===== src/rtl/dmem_responder.sv =====
// Single-outstanding load/store responder on word RAM; rsp_valid rises LATENCY edges after accept (accept edge counted).
// Response held stable under rsp_ready back-pressure, req_ready only in IDLE; DMEM_RANGE_CHECK_EN adds address error checks.
module dmem_responder #(
   parameter int DEPTH   = 64,
   parameter int LATENCY = 2,
   parameter int ADDR_W  = 32
) (
   input  logic              clk,
   input  logic              reset_n,
   input  logic              req_valid,
   output logic              req_ready,
   input  logic              req_we,
   input  logic [ADDR_W-1:0] req_addr,
   input  logic [31:0]       req_wdata,
   input  logic [3:0]        req_wstrb,
   output logic              rsp_valid,
   input  logic              rsp_ready,
   output logic [31:0]       rsp_rdata,
   output logic              rsp_err
);
   localparam int IDX_W = (DEPTH > 1) ? $clog2(DEPTH) : 1;
   localparam int CNT_W = (LATENCY > 2) ? $clog2(LATENCY) : 1;

   typedef enum logic [1:0] {IDLE, WAIT, RESP} state_t;

   state_t             state, state_nxt;
   logic [CNT_W-1:0]   cnt, cnt_nxt;
   logic               accept, enter_resp;

   logic               lat_we;
   logic [IDX_W-1:0]   lat_idx;
   logic [31:0]        lat_wdata;
   logic [3:0]         lat_wstrb;

   logic [IDX_W-1:0]   req_idx;
   logic               req_err;
   logic               acc_we;
   logic [IDX_W-1:0]   acc_idx;
   logic [31:0]        acc_wdata;
   logic [3:0]         acc_wstrb;
   logic               acc_err;
   logic               wr_en;
   logic [31:0]        rdata_q;

   logic [31:0]        mem [DEPTH];

   assign req_idx = req_addr[IDX_W+1:2];

`ifdef DMEM_RANGE_CHECK_EN
   localparam logic [ADDR_W-3:0] DEPTH_LIM = (ADDR_W-2)'(DEPTH);
   logic lat_err;
   logic err_q;

   assign req_err = (req_addr[1:0] != 2'b00) || (req_addr[ADDR_W-1:2] >= DEPTH_LIM);
   assign acc_err = (LATENCY == 1) ? req_err : lat_err;
   assign rsp_err = err_q;
`else
   // Index wraps modulo DEPTH; the remaining address bits carry no meaning here.
   logic unused_addr_bits;
   assign unused_addr_bits = ^{req_addr[ADDR_W-1:IDX_W+2], req_addr[1:0]};
   assign req_err  = 1'b0;
   assign acc_err  = req_err;
   assign rsp_err  = 1'b0;
`endif

   // With LATENCY=1 the access happens on the accept edge, so it uses the live request.
   always_comb begin
      acc_we    = lat_we;
      acc_idx   = lat_idx;
      acc_wdata = lat_wdata;
      acc_wstrb = lat_wstrb;
      if (LATENCY == 1) begin
         acc_we    = req_we;
         acc_idx   = req_idx;
         acc_wdata = req_wdata;
         acc_wstrb = req_wstrb;
      end
   end

   always_comb begin
      state_nxt  = state;
      cnt_nxt    = cnt;
      accept     = 1'b0;
      enter_resp = 1'b0;
      req_ready  = (state == IDLE);
      rsp_valid  = (state == RESP);
      case (state)
         IDLE: begin
            if (req_valid) begin
               accept = 1'b1;
               if (LATENCY == 1) begin
                  enter_resp = 1'b1;
                  state_nxt  = RESP;
               end else begin
                  state_nxt = WAIT;
                  cnt_nxt   = CNT_W'(LATENCY - 1);
               end
            end
         end
         WAIT: begin
            if (cnt == CNT_W'(1)) begin
               enter_resp = 1'b1;
               state_nxt  = RESP;
               cnt_nxt    = '0;
            end else begin
               cnt_nxt = cnt - CNT_W'(1);
            end
         end
         RESP: begin
            if (rsp_ready) state_nxt = IDLE;
         end
         default: state_nxt = IDLE;
      endcase
   end

   always_ff @(posedge clk or negedge reset_n) begin
      if (!reset_n) begin
         state     <= IDLE;
         cnt       <= '0;
         lat_we    <= 1'b0;
         lat_idx   <= '0;
         lat_wdata <= '0;
         lat_wstrb <= '0;
         rdata_q   <= '0;
`ifdef DMEM_RANGE_CHECK_EN
         lat_err   <= 1'b0;
         err_q     <= 1'b0;
`endif
      end else begin
         state <= state_nxt;
         cnt   <= cnt_nxt;
         if (accept) begin
            lat_we    <= req_we;
            lat_idx   <= req_idx;
            lat_wdata <= req_wdata;
            lat_wstrb <= req_wstrb;
`ifdef DMEM_RANGE_CHECK_EN
            lat_err   <= req_err;
`endif
         end
         if (enter_resp) begin
            rdata_q <= (acc_we || acc_err) ? 32'h0 : mem[acc_idx];
`ifdef DMEM_RANGE_CHECK_EN
            err_q   <= acc_err;
`endif
         end
      end
   end

   assign rsp_rdata = rdata_q;

   // reset_n gating keeps a LATENCY=1 store presented during reset from reaching RAM.
   assign wr_en = enter_resp && acc_we && !acc_err && reset_n;

   always_ff @(posedge clk) begin
      if (wr_en) begin
         for (int b = 0; b < 4; b++) begin
            if (acc_wstrb[b]) mem[acc_idx][8*b +: 8] <= acc_wdata[8*b +: 8];
         end
      end
   end
endmodule


===== config.mk =====
export PLATFORM = sky130hd
export DESIGN_NAME = dmem_responder
export DESIGN_NICKNAME = d
export VERILOG_FILES = /design/src/rtl/dmem_responder.sv
export SDC_FILE = /design/constraint.sdc
export NUM_CORES = 2
export LEC_CHECK = 0
export BUFFER_PORTS_ARGS = -buffer_cell sky130_fd_sc_hd__buf_2
export CAP_MARGIN = 20
export CORE_ASPECT_RATIO = 2
export CORE_MARGIN = 1.5
export CORE_UTILIZATION = 42
export DETAILED_ROUTE_END_ITERATION = 8
export GPL_ROUTABILITY_DRIVEN = 0
export PLACE_DENSITY_LB_ADDON = 0.15
export SYNTH_ARGS = -nofsm -noshare
export SYNTH_HDL_FRONTEND = slang
export SYNTH_SLANG_ARGS = --single-unit

===== constraint.sdc =====
create_clock -name clk -period 3.6 [get_ports clk]
set_input_delay 0.36 -clock clk [delete_from_list [all_inputs] [get_ports clk]]
set_output_delay 0.36 -clock clk [all_outputs]
set_load 0.02 [all_outputs]

Word level (Yosys, flattened, before mapping)
Memories as Yosys holds them, arrays and structs flattened. Cells that the tools add are included.

Add/sub/neg operators: 1. Equal/unequal tests: 5. Muxes and demuxes: 24. Reductions and logical operators: 6.

Operator list (number): 32-bit two-way mux (1); 1-bit two-way mux (18); 2-bit two-way mux (3); 2-bit one-hot mux with 3 select lines (1); 2-bit inequality test (second input constant) (2); 3-bit AND reduction (1); 2-bit by 1-bit equality test with 1-bit output (second input constant) (1); 2-bit equality test (second input constant) (1); 1-bit logical AND (2); 2-bit zero test (1); 2-bit by 1-bit inequality test with 1-bit output (second input constant) (1); 1-bit one-hot mux with 2 select lines (1); 2-bit AND reduction (1); 2-bit nonzero test (1); 1-bit subtractor (second input constant) (1).

Flip-flop bits (word level): 78. RAM bits: 2048. Bits of input ports: 73. Output and inout bits: 35. Logic and storage cells: 44. Memories kept: 1.

Memories: mem (depth 64, bits a word 32, read ports 1, clocked after memory_dff 0, write ports 1, line 45) `logic [31:0] mem [DEPTH];`.

Longest topological paths before layout
Depth in word-level cells: 6. Depth in mapped cells: 10. Mapped depth without buffers: 6.

Worst setup path before layout
Ideal clock, no wire load.

Kind: reg-to-reg. From: register lat_idx[0], in the netlist acc_idx[0]. To: memory mem[12][0], enable pin. Setup time: 370 ps. Arrival time: 2263 ps. Data required time: 3230 ps. Setup slack: 967 ps. Stages on the path, launching flop included: 9. Path buffers: 5. Period minus slack after synthesis: 2633 ps. Cell sequence: dfrtp_1 buf_4 buf_2 buf_4 buf_6 buf_2 nor3_1 nand2_1 nor2_1.

RTL lines: from (decl) (line 31) `logic [IDX_W-1:0] lat_idx;`; from (signal assigned) (line 134) `lat_idx <= req_idx;`; to (decl) (line 45).

No word-level cell before the write port.

Final worst setup path
From: register lat_idx[5], in the netlist acc_idx[5]. To: memory mem[35][16], enable pin.

No word-level cell before the write port.

==> metrics list <==
- The synthesized netlist devotes 3.63% of its cell area to simple gates.
* CTS clock-pin slew for the worst setup and hold paths: 0.07 ns
* Area enclosed by the die boundary: around 200000 µm²
- Wire length of the first global-routing pass: approximately 400000 µm
- Data arrives at the worst endpoint at roughly 3.9 ns.
* Unrepaired setup endpoints after global routing: no
- Post-synth EDFFs: roughly 2000
- Maximum single-stage delay on the critical path: 0.72 ns
- For this run, global-route usage on met1 was measured as a little under a third.
- DRC marker count from the first detailed-route iteration: around 5600
- Outcome: completed
* Aggregate global-route resource usage: 28.8%
* Crit-path cells: nor2b_1 > and2_1 > nand2_1 > nor2_1 > buf_4
- Power per standard cell area: 823 nW/µm²
* Global routing met3 resource utilization: between 4 and 5%
- Die boundary width: between 300 and 400 µm
* Sink Count: 2126
* Resize count post-CTS: 0
- For this design the static power due to leakage is a little over 30 nW.
* Placement Rows: ~230
- For this configuration, the core starts out at a cell density of a little over two fifths.
- Compound-gate portion of the synthesized area: a little over 10%
- Number of cells produced by synthesis: about 4700
- Layout Nets: 5275
- Prior to clock tree synthesis, the placed netlist has a worst setup slack of around 0.32 ns.
- In this run the worst path has a maximum fanout of 11.
- In this run the tightest slew margin relative to its limit is around a fifth.
* Yosys warning count: 0
* Pin count of the biggest net entering global routing: 88
- For this run, the leading register cell type out of synthesis is sky130_fd_sc_hd__edfxtp_1.
- In the global route stage, met2 resource usage came out at 50.4%.
* Average size of a mapped cell: approximately 17 µm²
* Critical Path Slowest Stage Cell: sky130_fd_sc_hd__nand2_1
- Detailed Route WL: about 280000 µm
* Crit path max-delay family: simple AND/OR/NAND/NOR gates
- First-pass DRT Iterations: 6
- The clock tree synthesis step divided the H-tree into 4 levels.
- By area, the combinational part of the netlist is dominated by compound AO/OA/AOI/OAI gates.
* Routed len/inst: 36.0 µm
- Remaining antenna violation count after routing: 0
* Seq/Total Area, Yosys: 78.1%
- The number of pins exceeding their max-slew limit in the final report was 0.
* CP endpoint kind: flip-flop
- The floorplan step defined a core boundary enclosing around 190000 µm².
* Final Hold Vio Count: 0
- In the routed design, unresolved DRC markers number 0.
* Final critical-path setup slack: 0.205 ns
- STA classifies the critical path startpoint as a flip-flop.
* Total half-perimeter wirelength after legalization and detailed placement: 196000 µm
* Final period util: 94.3%
- Layout area overhead: 16.1%
* Register bit count reported by yosys: 2126
- Setup total negative slack on the finished layout was measured at 0 ns.
- Type of the most critical hold path: in -> async
* Async set-or-reset flop fraction in the synthesized netlist: 3.67%
- The portion of synthesized area spent on multiplexers is ~6.1%.
- Port Buf Inserts: 80
- The critical path is of the reg -> reg type.
* Slew at the pin closest to its max-slew limit: 1.18 ns
- Cells with a size suffix above 1 make up 21.0% of the layout.
* CTS Buf Count: 184
- For this design the top-level I/O count stands at 108.
- Mean number of vias per cell: between 6 and 7
- The initial antenna violation count was 11.
* Post-synthesis cell type count: 55
- Final number of setup-violating endpoints: 0
- The number of nets handed over by synthesis was between 4000 and 5000.
- For this block, the via count after detailed routing is 48700.
- Peak-usage layer in the global routing report: met2
* Area share of fa/ha/maj cells after synthesis: 0%
- The cell area that synthesis handed to floorplanning was 81300 µm².
- Die Span Y: around 630 µm
- GRT overflow: 0
- Fin crit period: between 3 and 4 ns
- Counting both buffers and inverters, the worst setup path holds a total of 1.
* Post-Synth XOR/XNOR Area: 0%
- Number of max-cap violations: 0
* Buffer levels on the longest clock path: 4
* Via count of the first global-routing pass: 48700
- The cell sitting at the root of the clock tree is a sky130_fd_sc_hd__clkbuf_16.
* CTS tree: built
- Endpoint required time on the critical path: 4.12 ns
* Maximum achievable frequency: 295 MHz
- Clock Skew: 0.0424 ns
- The worst-case IR drop observed on VDD is about 0.67 mV.
- The later pin in the worst-skew pair is clocked with a latency of between 0.8 and 0.9 ns.
[per-stage QoR]
stage / power [mW] / cells / hold WS [ns] / util (%) / area, µm²
after global placement: 58.4 / 7497 / 0.495 / 45.7 / 88100
after global routing: 79.9 / 7875 / 0.189 / 49.0 / 94300
after detailed placement: 58.7 / 7499 / 0.495 / 45.8 / 88100
after floorplan: 45.7 / 4691 / 0.0644 / - / 81300
final: 77.7 / 7886 / 0.170 / 49.0 / 94300
after CTS: 77.9 / 7873 / 0.181 / 49.0 / 94300
[routing by layer]
metal  wire length (µm)  share of wire (%)
met3              19300                6.8
met4              22000                7.8
met2             147000                 52
met1              96300                 34
met5                 11             0.0039
[synthesized netlist by cell type, types with 9 or more instances]
library cell / number / area share [%]
sky130_fd_sc_hd__edfxtp_1: 2048 / 76
sky130_fd_sc_hd__a22oi_1: 396 / 3.7
sky130_fd_sc_hd__nor2_1: 381 / 1.8
sky130_fd_sc_hd__a221oi_1: 282 / 3.0
sky130_fd_sc_hd__clkbuf_1: 199 / 0.92
sky130_fd_sc_hd__mux2i_1: 197 / 2.4
sky130_fd_sc_hd__nand2_1: 184 / 0.85
sky130_fd_sc_hd__o22ai_1: 148 / 1.1
sky130_fd_sc_hd__mux4_2: 103 / 2.9
sky130_fd_sc_hd__o21ai_0: 102 / 0.63
sky130_fd_sc_hd__buf_2: 101 / 0.62
sky130_fd_sc_hd__dfrtp_1: 78 / 2.4
sky130_fd_sc_hd__a21oi_1: 64 / 0.39
sky130_fd_sc_hd__mux2_2: 57 / 0.79
sky130_fd_sc_hd__nor3_1: 36 / 0.22
sky130_fd_sc_hd__nand3_1: 35 / 0.22
sky130_fd_sc_hd__a31oi_1: 34 / 0.26
sky130_fd_sc_hd__buf_1: 34 / 0.16
sky130_fd_sc_hd__a211oi_1: 27 / 0.25
sky130_fd_sc_hd__nor4_1: 16 / 0.12
sky130_fd_sc_hd__a21o_1: 15 / 0.14
sky130_fd_sc_hd__o31a_1: 15 / 0.16
sky130_fd_sc_hd__or4_1: 15 / 0.14
sky130_fd_sc_hd__o211ai_1: 14 / 0.13
sky130_fd_sc_hd__o21a_1: 14 / 0.13
sky130_fd_sc_hd__a222oi_1: 13 / 0.16
sky130_fd_sc_hd__o32ai_1: 9 / 0.097
[power by group]
group / switching (mW) / internal, mW
Sequential: 2.85 / 31.2
Combinational: 16.7 / 7.50
Clock: 9.00 / 10.4
[layout by cell type, fill, tap and decap left out, types with 44 or more instances in the layout]
| cell | instances |
|---|---|
| sky130_fd_sc_hd__edfxtp_1 | 2048 |
| sky130_fd_sc_hd__o22ai_1 | 148 |
| sky130_fd_sc_hd__a22oi_1 | 396 |
| sky130_fd_sc_hd__mux4_2 | 103 |
| sky130_fd_sc_hd__a21oi_1 | 64 |
| sky130_fd_sc_hd__mux2_2 | 57 |
| sky130_fd_sc_hd__mux2i_1 | 197 |
| sky130_fd_sc_hd__buf_4 | 505 |
| sky130_fd_sc_hd__buf_2 | 79 |
| sky130_fd_sc_hd__nor2_1 | 375 |
| sky130_fd_sc_hd__clkbuf_16 | 187 |
| sky130_fd_sc_hd__clkinv_2 | 44 |
| sky130_fd_sc_hd__dlygate4sd3_1 | 46 |
| sky130_fd_sc_hd__nand2_1 | 179 |
| sky130_fd_sc_hd__a221oi_1 | 282 |
| sky130_fd_sc_hd__o21ai_0 | 102 |
[area by class of cell]
cell class	count	area [µm²]
Fill cell	16100	98200
Sequential cell	2126	63500
Multi-Input combinational cell	2212	16400
Timing Repair Buffer	673	5490
Clock buffer	231	4950
Tap cell	2530	3170
Clock inverter	97	749
Antenna cell	12	30.0
Inverter	5	23.8
[cells by family after synthesis]
kind of cell,after synthesis
buffers and inverters,353
muxes,357
DFF,2126
other,1
and+or+nand+nor,704
AOI/OAI and AO/OA,1150
[path summary, 6_finish.rpt]
path	startpoint	depth (start not counted)	slack (ns)	endpoint
max in group asynchronous	reset_n	4	2.29	acc_idx[1]$_DFFE_PN0P_
max	acc_idx[5]$_DFFE_PN0P_	5	0.21	mem[35][16]$_DFFE_PP_
min reg2reg	state[1]$_DFFE_PN0P_	1	0.52	state[0]$_DFFE_PN0P_
min in group clk	rsp_ready	3	0.26	state[1]$_DFFE_PN0P_
min	reset_n	3	0.17	acc_wdata[16]$_DFFE_PN0P_
max reg2reg	acc_idx[5]$_DFFE_PN0P_	5	0.21	mem[35][16]$_DFFE_PP_
[repair_timing]
| item | in CTS | in global routing |
|---|---|---|
| setup buffers | 0 | 0 |
| hold buffers | 46 | 0 |
| hold endpoints to repair | 60 | 0 |
[state kept, by name, indices dropped and copies added (netlist names)]
| register | flops |
|---|---|
| mem | 2048 |
| acc_wdata | 32 |
| rsp_rdata | 32 |
| acc_idx | 6 |
| acc_wstrb | 4 |
| state | 2 |
| acc_we | 1 |
| cnt | 1 |
[worst register-to-register path, stage by stage, from the launching register on]
cell and delay [ns]:
sky130_fd_sc_hd__dfrtp_1 0.58, sky130_fd_sc_hd__nor2b_1 0.35, sky130_fd_sc_hd__and2_1 0.71, sky130_fd_sc_hd__nand2_1 0.74, sky130_fd_sc_hd__nor2_1 0.46, sky130_fd_sc_hd__buf_4 0.26
(Power assumes the default switching activity.)
